[config.mk]
export PLATFORM = sky130hd
export DESIGN_NAME = xor_pipe_unit
export DESIGN_NICKNAME = d
export VERILOG_FILES = /design/src/rtl/xor_pipe_unit.sv
export SDC_FILE = /design/constraint.sdc
export NUM_CORES = 1
export LEC_CHECK = 0
export ABC_CLOCK_PERIOD_IN_PS = 2900
export CORE_ASPECT_RATIO = 1.75
export CORE_MARGIN = 2
export CORE_UTILIZATION = 54
export CTS_BUF_LIST = sky130_fd_sc_hd__clkbuf_16
export DETAILED_ROUTE_END_ITERATION = 8
export GPL_TIMING_DRIVEN = 0
export PLACE_DENSITY = 0.93
export SYNTH_ARGS = -nofsm -noshare
export SYNTH_HDL_FRONTEND = slang
export SYNTH_SLANG_ARGS = --single-unit
[constraint.sdc]
create_clock -name CLK -period 2.9 [get_ports CLK]
set_input_delay 0.29 -clock CLK [delete_from_list [all_inputs] [get_ports CLK]]
set_output_delay 0.29 -clock CLK [all_outputs]
set_load 0.01 [all_outputs]
[src/rtl/xor_pipe_unit.sv]
// xor_pipe_unit: pipelined bitwise XOR / XNOR unit with a running XOR
// accumulator and valid/ready handshaking on both sides.
//
// Gate delay is modelled as STAGES register stages of latency. Stages
// 1..STAGES-1 carry the raw R = A ^ B plus its mode; the last stage is the
// output register, where the mode is applied and the accumulator updated.
// A single global stall (output valid but not accepted) freezes every stage.
//
// Optional build macro: XOR_PIPE_STATS_EN adds the XFER_CNT (wrapping output
// transfer count) and STALL_CNT (saturating stalled-cycle count) ports.
module xor_pipe_unit #(
    parameter int WIDTH  = 8,
    parameter int STAGES = 2
) (
    input  logic             CLK,
    input  logic             RST_N,
    input  logic [WIDTH-1:0] A,
    input  logic [WIDTH-1:0] B,
    input  logic [1:0]       MODE,
    input  logic             IN_VALID,
    output logic             IN_READY,
    output logic [WIDTH-1:0] X,
    output logic             PARITY,
    output logic             OUT_VALID,
    input  logic             OUT_READY
`ifdef XOR_PIPE_STATS_EN
    ,
    output logic [15:0]      XFER_CNT,
    output logic [15:0]      STALL_CNT
`endif
);

    typedef enum logic [1:0] {
        MODE_XOR  = 2'b00,
        MODE_XNOR = 2'b01,
        MODE_ACC  = 2'b10,
        MODE_CLR  = 2'b11
    } mode_t;

    logic             stall;
    logic             in_xfer;

    logic [WIDTH-1:0] x_q, x_d;
    logic             parity_q, parity_d;
    logic             out_valid_q, out_valid_d;
    logic [WIDTH-1:0] acc_q, acc_d;

    // Entry presented to the output register this cycle.
    logic             feed_vld;
    logic [WIDTH-1:0] feed_r;
    mode_t            feed_mode;

    // Global stall: the held output blocks every stage and the input.
    assign stall    = out_valid_q && !OUT_READY;
    assign IN_READY = !stall;
    assign in_xfer  = IN_VALID && IN_READY;

    generate
        if (STAGES == 1) begin : g_direct
            // With a single stage the output register captures the input.
            assign feed_vld  = in_xfer;
            assign feed_r    = A ^ B;
            assign feed_mode = mode_t'(MODE);
        end else begin : g_mid
            localparam int MID = STAGES - 1;

            logic [MID-1:0]   vld_q, vld_d;
            logic [WIDTH-1:0] r_q    [MID];
            logic [WIDTH-1:0] r_d    [MID];
            mode_t            mode_q [MID];
            mode_t            mode_d [MID];

            // Shift register of raw entries; bubbles move like any entry.
            always_comb begin
                // NOTE: every always_comb output gets a default first so no path leaves it unassigned and infers a latch.
                vld_d  = vld_q;
                r_d    = r_q;
                mode_d = mode_q;
                if (!stall) begin
                    vld_d[0]  = in_xfer;
                    r_d[0]    = A ^ B;
                    mode_d[0] = mode_t'(MODE);
                    for (int i = 1; i < MID; i++) begin
                        vld_d[i]  = vld_q[i-1];
                        r_d[i]    = r_q[i-1];
                        mode_d[i] = mode_q[i-1];
                    end
                end
            end

            // Intermediate stage registers, cleared by reset.
            always_ff @(posedge CLK or negedge RST_N) begin
                if (!RST_N) begin
                    vld_q <= '0;
                    // NOTE: stage data is reset too (not just valid bits) so the pipe content is fully defined after reset.
                    for (int i = 0; i < MID; i++) begin
                        r_q[i]    <= '0;
                        mode_q[i] <= MODE_XOR;
                    end
                end else begin
                    // NOTE: sequential state uses non-blocking assignments so all stages sample pre-edge values.
                    vld_q  <= vld_d;
                    r_q    <= r_d;
                    mode_q <= mode_d;
                end
            end

            assign feed_vld  = vld_q[MID-1];
            assign feed_r    = r_q[MID-1];
            assign feed_mode = mode_q[MID-1];
        end
    endgenerate

    // Output stage: apply the mode and update ACC once, as the entry loads.
    always_comb begin
        x_d         = x_q;
        parity_d    = parity_q;
        out_valid_d = out_valid_q;
        acc_d       = acc_q;
        if (!stall) begin
            out_valid_d = feed_vld;
            if (feed_vld) begin
                // Blocking assignments here chain within the cycle: x_d feeds parity_d.
                unique case (feed_mode)
                    MODE_XOR:  x_d = feed_r;
                    MODE_XNOR: x_d = ~feed_r;
                    MODE_ACC: begin
                        acc_d = acc_q ^ feed_r;
                        x_d   = acc_q ^ feed_r;
                    end
                    MODE_CLR: begin
                        acc_d = '0;
                        x_d   = '0;
                    end
                    default:   x_d = feed_r;
                endcase
                parity_d = ^x_d;
            end
        end
    end

    // Output register and accumulator.
    always_ff @(posedge CLK or negedge RST_N) begin
        if (!RST_N) begin
            x_q         <= '0;
            parity_q    <= 1'b0;
            out_valid_q <= 1'b0;
            acc_q       <= '0;
        end else begin
            x_q         <= x_d;
            parity_q    <= parity_d;
            out_valid_q <= out_valid_d;
            acc_q       <= acc_d;
        end
    end

    assign X         = x_q;
    assign PARITY    = parity_q;
    assign OUT_VALID = out_valid_q;

`ifdef XOR_PIPE_STATS_EN
    logic [15:0] xfer_cnt_q, xfer_cnt_d;
    logic [15:0] stall_cnt_q, stall_cnt_d;

    // Transfer count wraps; stall count saturates at all-ones.
    always_comb begin
        xfer_cnt_d  = xfer_cnt_q;
        stall_cnt_d = stall_cnt_q;
        if (out_valid_q && OUT_READY) begin
            xfer_cnt_d = xfer_cnt_q + 16'd1;
        end
        if (stall && (stall_cnt_q != 16'hFFFF)) begin
            stall_cnt_d = stall_cnt_q + 16'd1;
        end
    end

    // Statistics counter registers.
    always_ff @(posedge CLK or negedge RST_N) begin
        if (!RST_N) begin
            xfer_cnt_q  <= '0;
            stall_cnt_q <= '0;
        end else begin
            xfer_cnt_q  <= xfer_cnt_d;
            stall_cnt_q <= stall_cnt_d;
        end
    end

    assign XFER_CNT  = xfer_cnt_q;
    assign STALL_CNT = stall_cnt_q;
`endif

endmodule

# --- Word-level counts from Yosys, hierarchy flattened ---
# Cells that the tools add are included.
totals:
  regBits: 29
op_classes:
  mux: 4
  bitwise_logic: 4
  n_reduce_logical: 9
  n_eq_ne: 3
op_table:
  columns: ["cell", "count"]
  rows:
  - ["$pmux W8 S4", 1]
  - ["$mux W8", 2]
  - ["$pmux W8 S2", 1]
  - ["$xor A8 B8 Y8", 2]
  - ["$not A8 Y8", 1]
  - ["$reduce_xor A8 Y1", 1]
  - ["$eq A2 B2 Y1 const B", 2]
  - ["$reduce_and A3 Y1", 1]
  - ["$eq A2 B1 Y1 const B", 1]
  - ["$logic_and A1 B1 Y1", 2]
  - ["$logic_not A1 Y1", 2]
  - ["$logic_not A2 Y1", 1]
  - ["$reduce_and A2 Y1", 1]
  - ["$reduce_bool A2 Y1", 1]
  - ["$not A1 Y1", 1]

# --- Logic depth before layout (Yosys ltp) ---
logic_depth:
  word_depth: 5
  ltp_mapped: 7
  mapped_depth_nobuf: 5

# --- Worst setup path after synthesis ---
# OpenSTA, ideal clock, no wires.
synth_path:
  path_kind: "reg2reg"
  start: "reg g_mid.r_q (netlist bit feed_r[0])"
  end: "reg parity_q, in the netlist PARITY"
  setup_slack_ns: 1.370
  setup_ns: 0.069
  period_less_slack_ns: 1.530
  path_stages_with_launch: 6
  arrival_ns: 1.462
  cell_sequence: "dfrtp_1 -> xnor2_1 -> xnor2_2 -> xnor2_1 -> or4_1 -> nand3_1"
synth_via:
  elab_chain_cells: 5
  elab_cells_between_ends: 6
  classes_between: "3 x mux; 2 x bitwise; 1 x reduce/logical"
synth_lines:
  columns: ["element", "line_no", "text"]
  rows:
  - ["start: declaration", "68", "logic [WIDTH-1:0] r_q [MID];"]
  - ["start signal: assignment", "103", "r_q <= r_d;"]
  - ["$xor A8 B8 Y8 / $not A8 Y8 (equally long branches)", "129, 126", null]
  - ["$pmux W8 S4 (*)", "124", "unique case (feed_mode)"]
  - ["$mux W8 (*)", "122", "if (feed_vld) begin"]
  - ["$mux W8 (*)", "120", "if (!stall) begin"]
  - ["$reduce_xor A8 Y1 (*)", "137", "parity_d = ^x_d;"]
  - ["end signal: assignment", "151", "parity_q <= parity_d;"]
  - ["end: declaration", "44", "logic parity_q, parity_d;"]
# Mark *: on every way between the ends. The rest lies on a longest branch, timed or not. The select of a mux whose other input is x is not followed.
# A chain may end at the register's enable or synchronous reset.

# --- Final worst setup path ---
layout_path:
  start: "in OUT_READY"
  end: "out IN_READY"
layout_via:
  elab_chain_cells: 3
layout_lines:
  columns: ["element", "line_no", "text"]
  rows:
  - ["start: declaration", "25", "input logic OUT_READY"]
  - ["$logic_not A1 Y1", "54", "assign stall = out_valid_q && !OUT_READY;"]
  - ["$logic_and A1 B1 Y1", "54", null]
  - ["$logic_not A1 Y1", null, null]
  - ["end: declaration", "21", "output logic IN_READY,"]
# Every way passes these cells.

==> impl_metrics.env <==
export IMPL_ant_nets=0
export IMPL_ys_seq_elements=29
export IMPL_die_w_um=45.2
export IMPL_io_buffers=32
export IMPL_clock_latency_ns=0.27
export IMPL_fillers=216
export IMPL_yosys_cell_types_count=20
export IMPL_cap_viol_max_count=0
export IMPL_post_place_cells=233
export IMPL_min_path_type="in -> async"
export IMPL_regArea_um2=726
export IMPL_ys_warn_count=0
export IMPL_grt_use_total=0.223
export IMPL_core_area_um2=2860
export IMPL_rsz0062_at_grt="false"
export IMPL_clk_pin_slew_worst_paths_ns=0.05
export IMPL_end_kind="output port"
export IMPL_setup_violations=0
export IMPL_crit_type="in -> out"
export IMPL_avgSynthCellArea_um2=9.26
export IMPL_netlist_area_um2=1600
export IMPL_powerDensity_nw_per_um2=939
export IMPL_syn_num_nets=195
export IMPL_final_min_clock_period_ns=2.33
export IMPL_initial_core_util=0.560
export IMPL_die_area_um2=3440
export IMPL_r2r_start="feed_r[0]"
export IMPL_final_common_cell="clkdlybuf4s50_1"
export IMPL_cts_tree="done"
export IMPL_clock_fmax_mhz=429
export IMPL_hold_viol_final=0
export IMPL_dr_pass1_iters=4
export IMPL_maxSlewViolCount=0
export IMPL_worstPathMaxFanout=10
export IMPL_cts_path_max_buffers=2
export IMPL_status="finished clean"
export IMPL_vdd_ir_drop_max_mv=0.547
export IMPL_fin_tns_setup_ns=0
export IMPL_place_gp_congestion=0.807
export IMPL_crit_required_ns=2.61
export IMPL_crit_arrival_ns=2.04
export IMPL_mostFrequentLayoutCells="31 x clkdlybuf4s50_1, 29 x dfrtp_1, 28 x xnor2_1"
export IMPL_reg2reg_slack_ns=1.15
export IMPL_wirelength_um=3330
export IMPL_syn_inst=173
export IMPL_dpl_hpwl_um=2470
export IMPL_clock_sinks=29
export IMPL_ys_seq_area_frac=0.453
export IMPL_area_growth_pct=30.5
export IMPL_final_setup_skew_ns=0.00210
export IMPL_root_buffer="clkbuf_16"
export IMPL_dieHeight_um=76.1
export IMPL_fin_crit_sh=0.803
export IMPL_antenna_found_initial=0
export IMPL_cts_repair_resize_count=0
export IMPL_antenna_cells=0
export IMPL_vias=1309
export IMPL_layout_nets=234
export IMPL_worstSetupStartpointType="primary input"
export IMPL_tightest_slew_ns=0.620
export IMPL_drc=0
export IMPL_ctsHoldBuffers=0
export IMPL_htreeDepth=2
export IMPL_drtIter0Drc=29
export IMPL_ios=33
export IMPL_drive_gt1_frac=0.0610
export IMPL_numCtsBuffers=5
export IMPL_multi_input_area_um2=835
export IMPL_via_per_inst=5.43
export IMPL_grt_pass1_wl_um=5710
export IMPL_placementRows=26
export IMPL_post_cts_buffers=0
export IMPL_leakage_uw=0.000843
export IMPL_overflow=0
export IMPL_grt_start_max_net_pins=30
export IMPL_grt_pass1_vias=1392
export IMPL_relSlewSlack=0.587
export IMPL_stdcell_count=241
export IMPL_critPathLaunch="OUT_READY"
export IMPL_wl_per_cell_um=13.8
-- logic make-up (layout without fill, tap and decap cells) --
logic type                after synthesis  after routing  share of synthesized area
AOI/OAI and AO/OA                      49             49                      0.173
xor gates and xnor gates               30             30                      0.169
buffers and inverters                  11             51                     0.0265
DFF                                    29             29                      0.453
muxes                                   3              3                     0.0211
and+or+nand+nor                        51             51                      0.158
-- per-layer routing --
metal,track usage,vias up,wire (um),part of all wire
met1,0.221,607,1280,0.38
met2,0.387,35,1840,0.55
li1,-,657,-,-
met4,0.126,0,107,0.032
met3,0.0592,10,104,0.031
met5,0,-,0,0
-- metrics by stage --
stage | hold WS (ns) | power [uW] | cell area, um2 | utilization | setup WS [ns]
final | 0.0320 | 1960 | 2090 | 0.731 | 0.570
after global routing | 0.0851 | 2080 | 2090 | 0.731 | 0.454
after CTS | 0.479 | 1960 | 2100 | 0.733 | 0.559
after detailed placement | 0.469 | 1480 | 1960 | 0.684 | 0.590
after global placement | 0.460 | 1430 | 1960 | 0.684 | 0.582
after floorplan | -0.00559 | 1210 | 1600 | - | 1.37
-- state kept, by name, indices dropped and copies added (netlist names) --
signal     count
OUT_VALID      1
feed_mode      2
PARITY         1
acc_q          8
feed_r         8
feed_vld       1
X              8
-- Yosys cell counts --
| master | count | area (um2) |
|---|---|---|
| buf_2 | 1 | 5.00 |
| clkbuf_1 | 9 | 33.8 |
| nor2_1 | 10 | 37.5 |
| or4_1 | 1 | 7.51 |
| xnor2_1 | 28 | 245 |
| xnor2_2 | 1 | 16.3 |
| nor2b_1 | 13 | 81.3 |
| o21ai_0 | 16 | 80.1 |
| dfrtp_1 | 29 | 726 |
| a21oi_1 | 24 | 120 |
| xor2_1 | 1 | 8.76 |
| a22oi_1 | 1 | 7.51 |
| mux2_2 | 3 | 33.8 |
| buf_1 | 1 | 3.75 |
| o22a_1 | 8 | 70.1 |
| and2b_1 | 3 | 22.5 |
| nand2_1 | 17 | 63.8 |
| nand2b_1 | 3 | 18.8 |
| nand3_1 | 3 | 15.0 |
| and3_1 | 1 | 6.26 |
-- final cells by class --
cell class	instances	share of cell area
timing repair buffer	32	0.151
clock buffer	5	0.0598
multi-input combinational	133	0.399
clock inverter	3	0.00658
tap	28	0.0167
sequential	29	0.347
buffer	11	0.0203
-- worst max-delay path, stage by stage --
cell             delay (ns)
clkdlybuf4s50_1        0.44
nand2b_1               0.09
clkbuf_1               0.20
clkbuf_1               0.39
clkdlybuf4s50_1        0.63
-- report_power, final --
group / internal [uW] / total [uW] / switching [uW]
registers: 539 / 664 / 126
clock network: 310 / 478 / 169
logic: 436 / 821 / 386
total: 1280 / 1960 / 680
-- final timing paths --
check,to,depth (start not counted)
max reg2reg,PARITY,5
min in group CLK,X[5],2
min,feed_mode[1],1
max,IN_READY,5
max in group asynchronous,feed_mode[0],1
min reg2reg,X[5],2
Note: power is estimated with default switching activity, not from simulation.
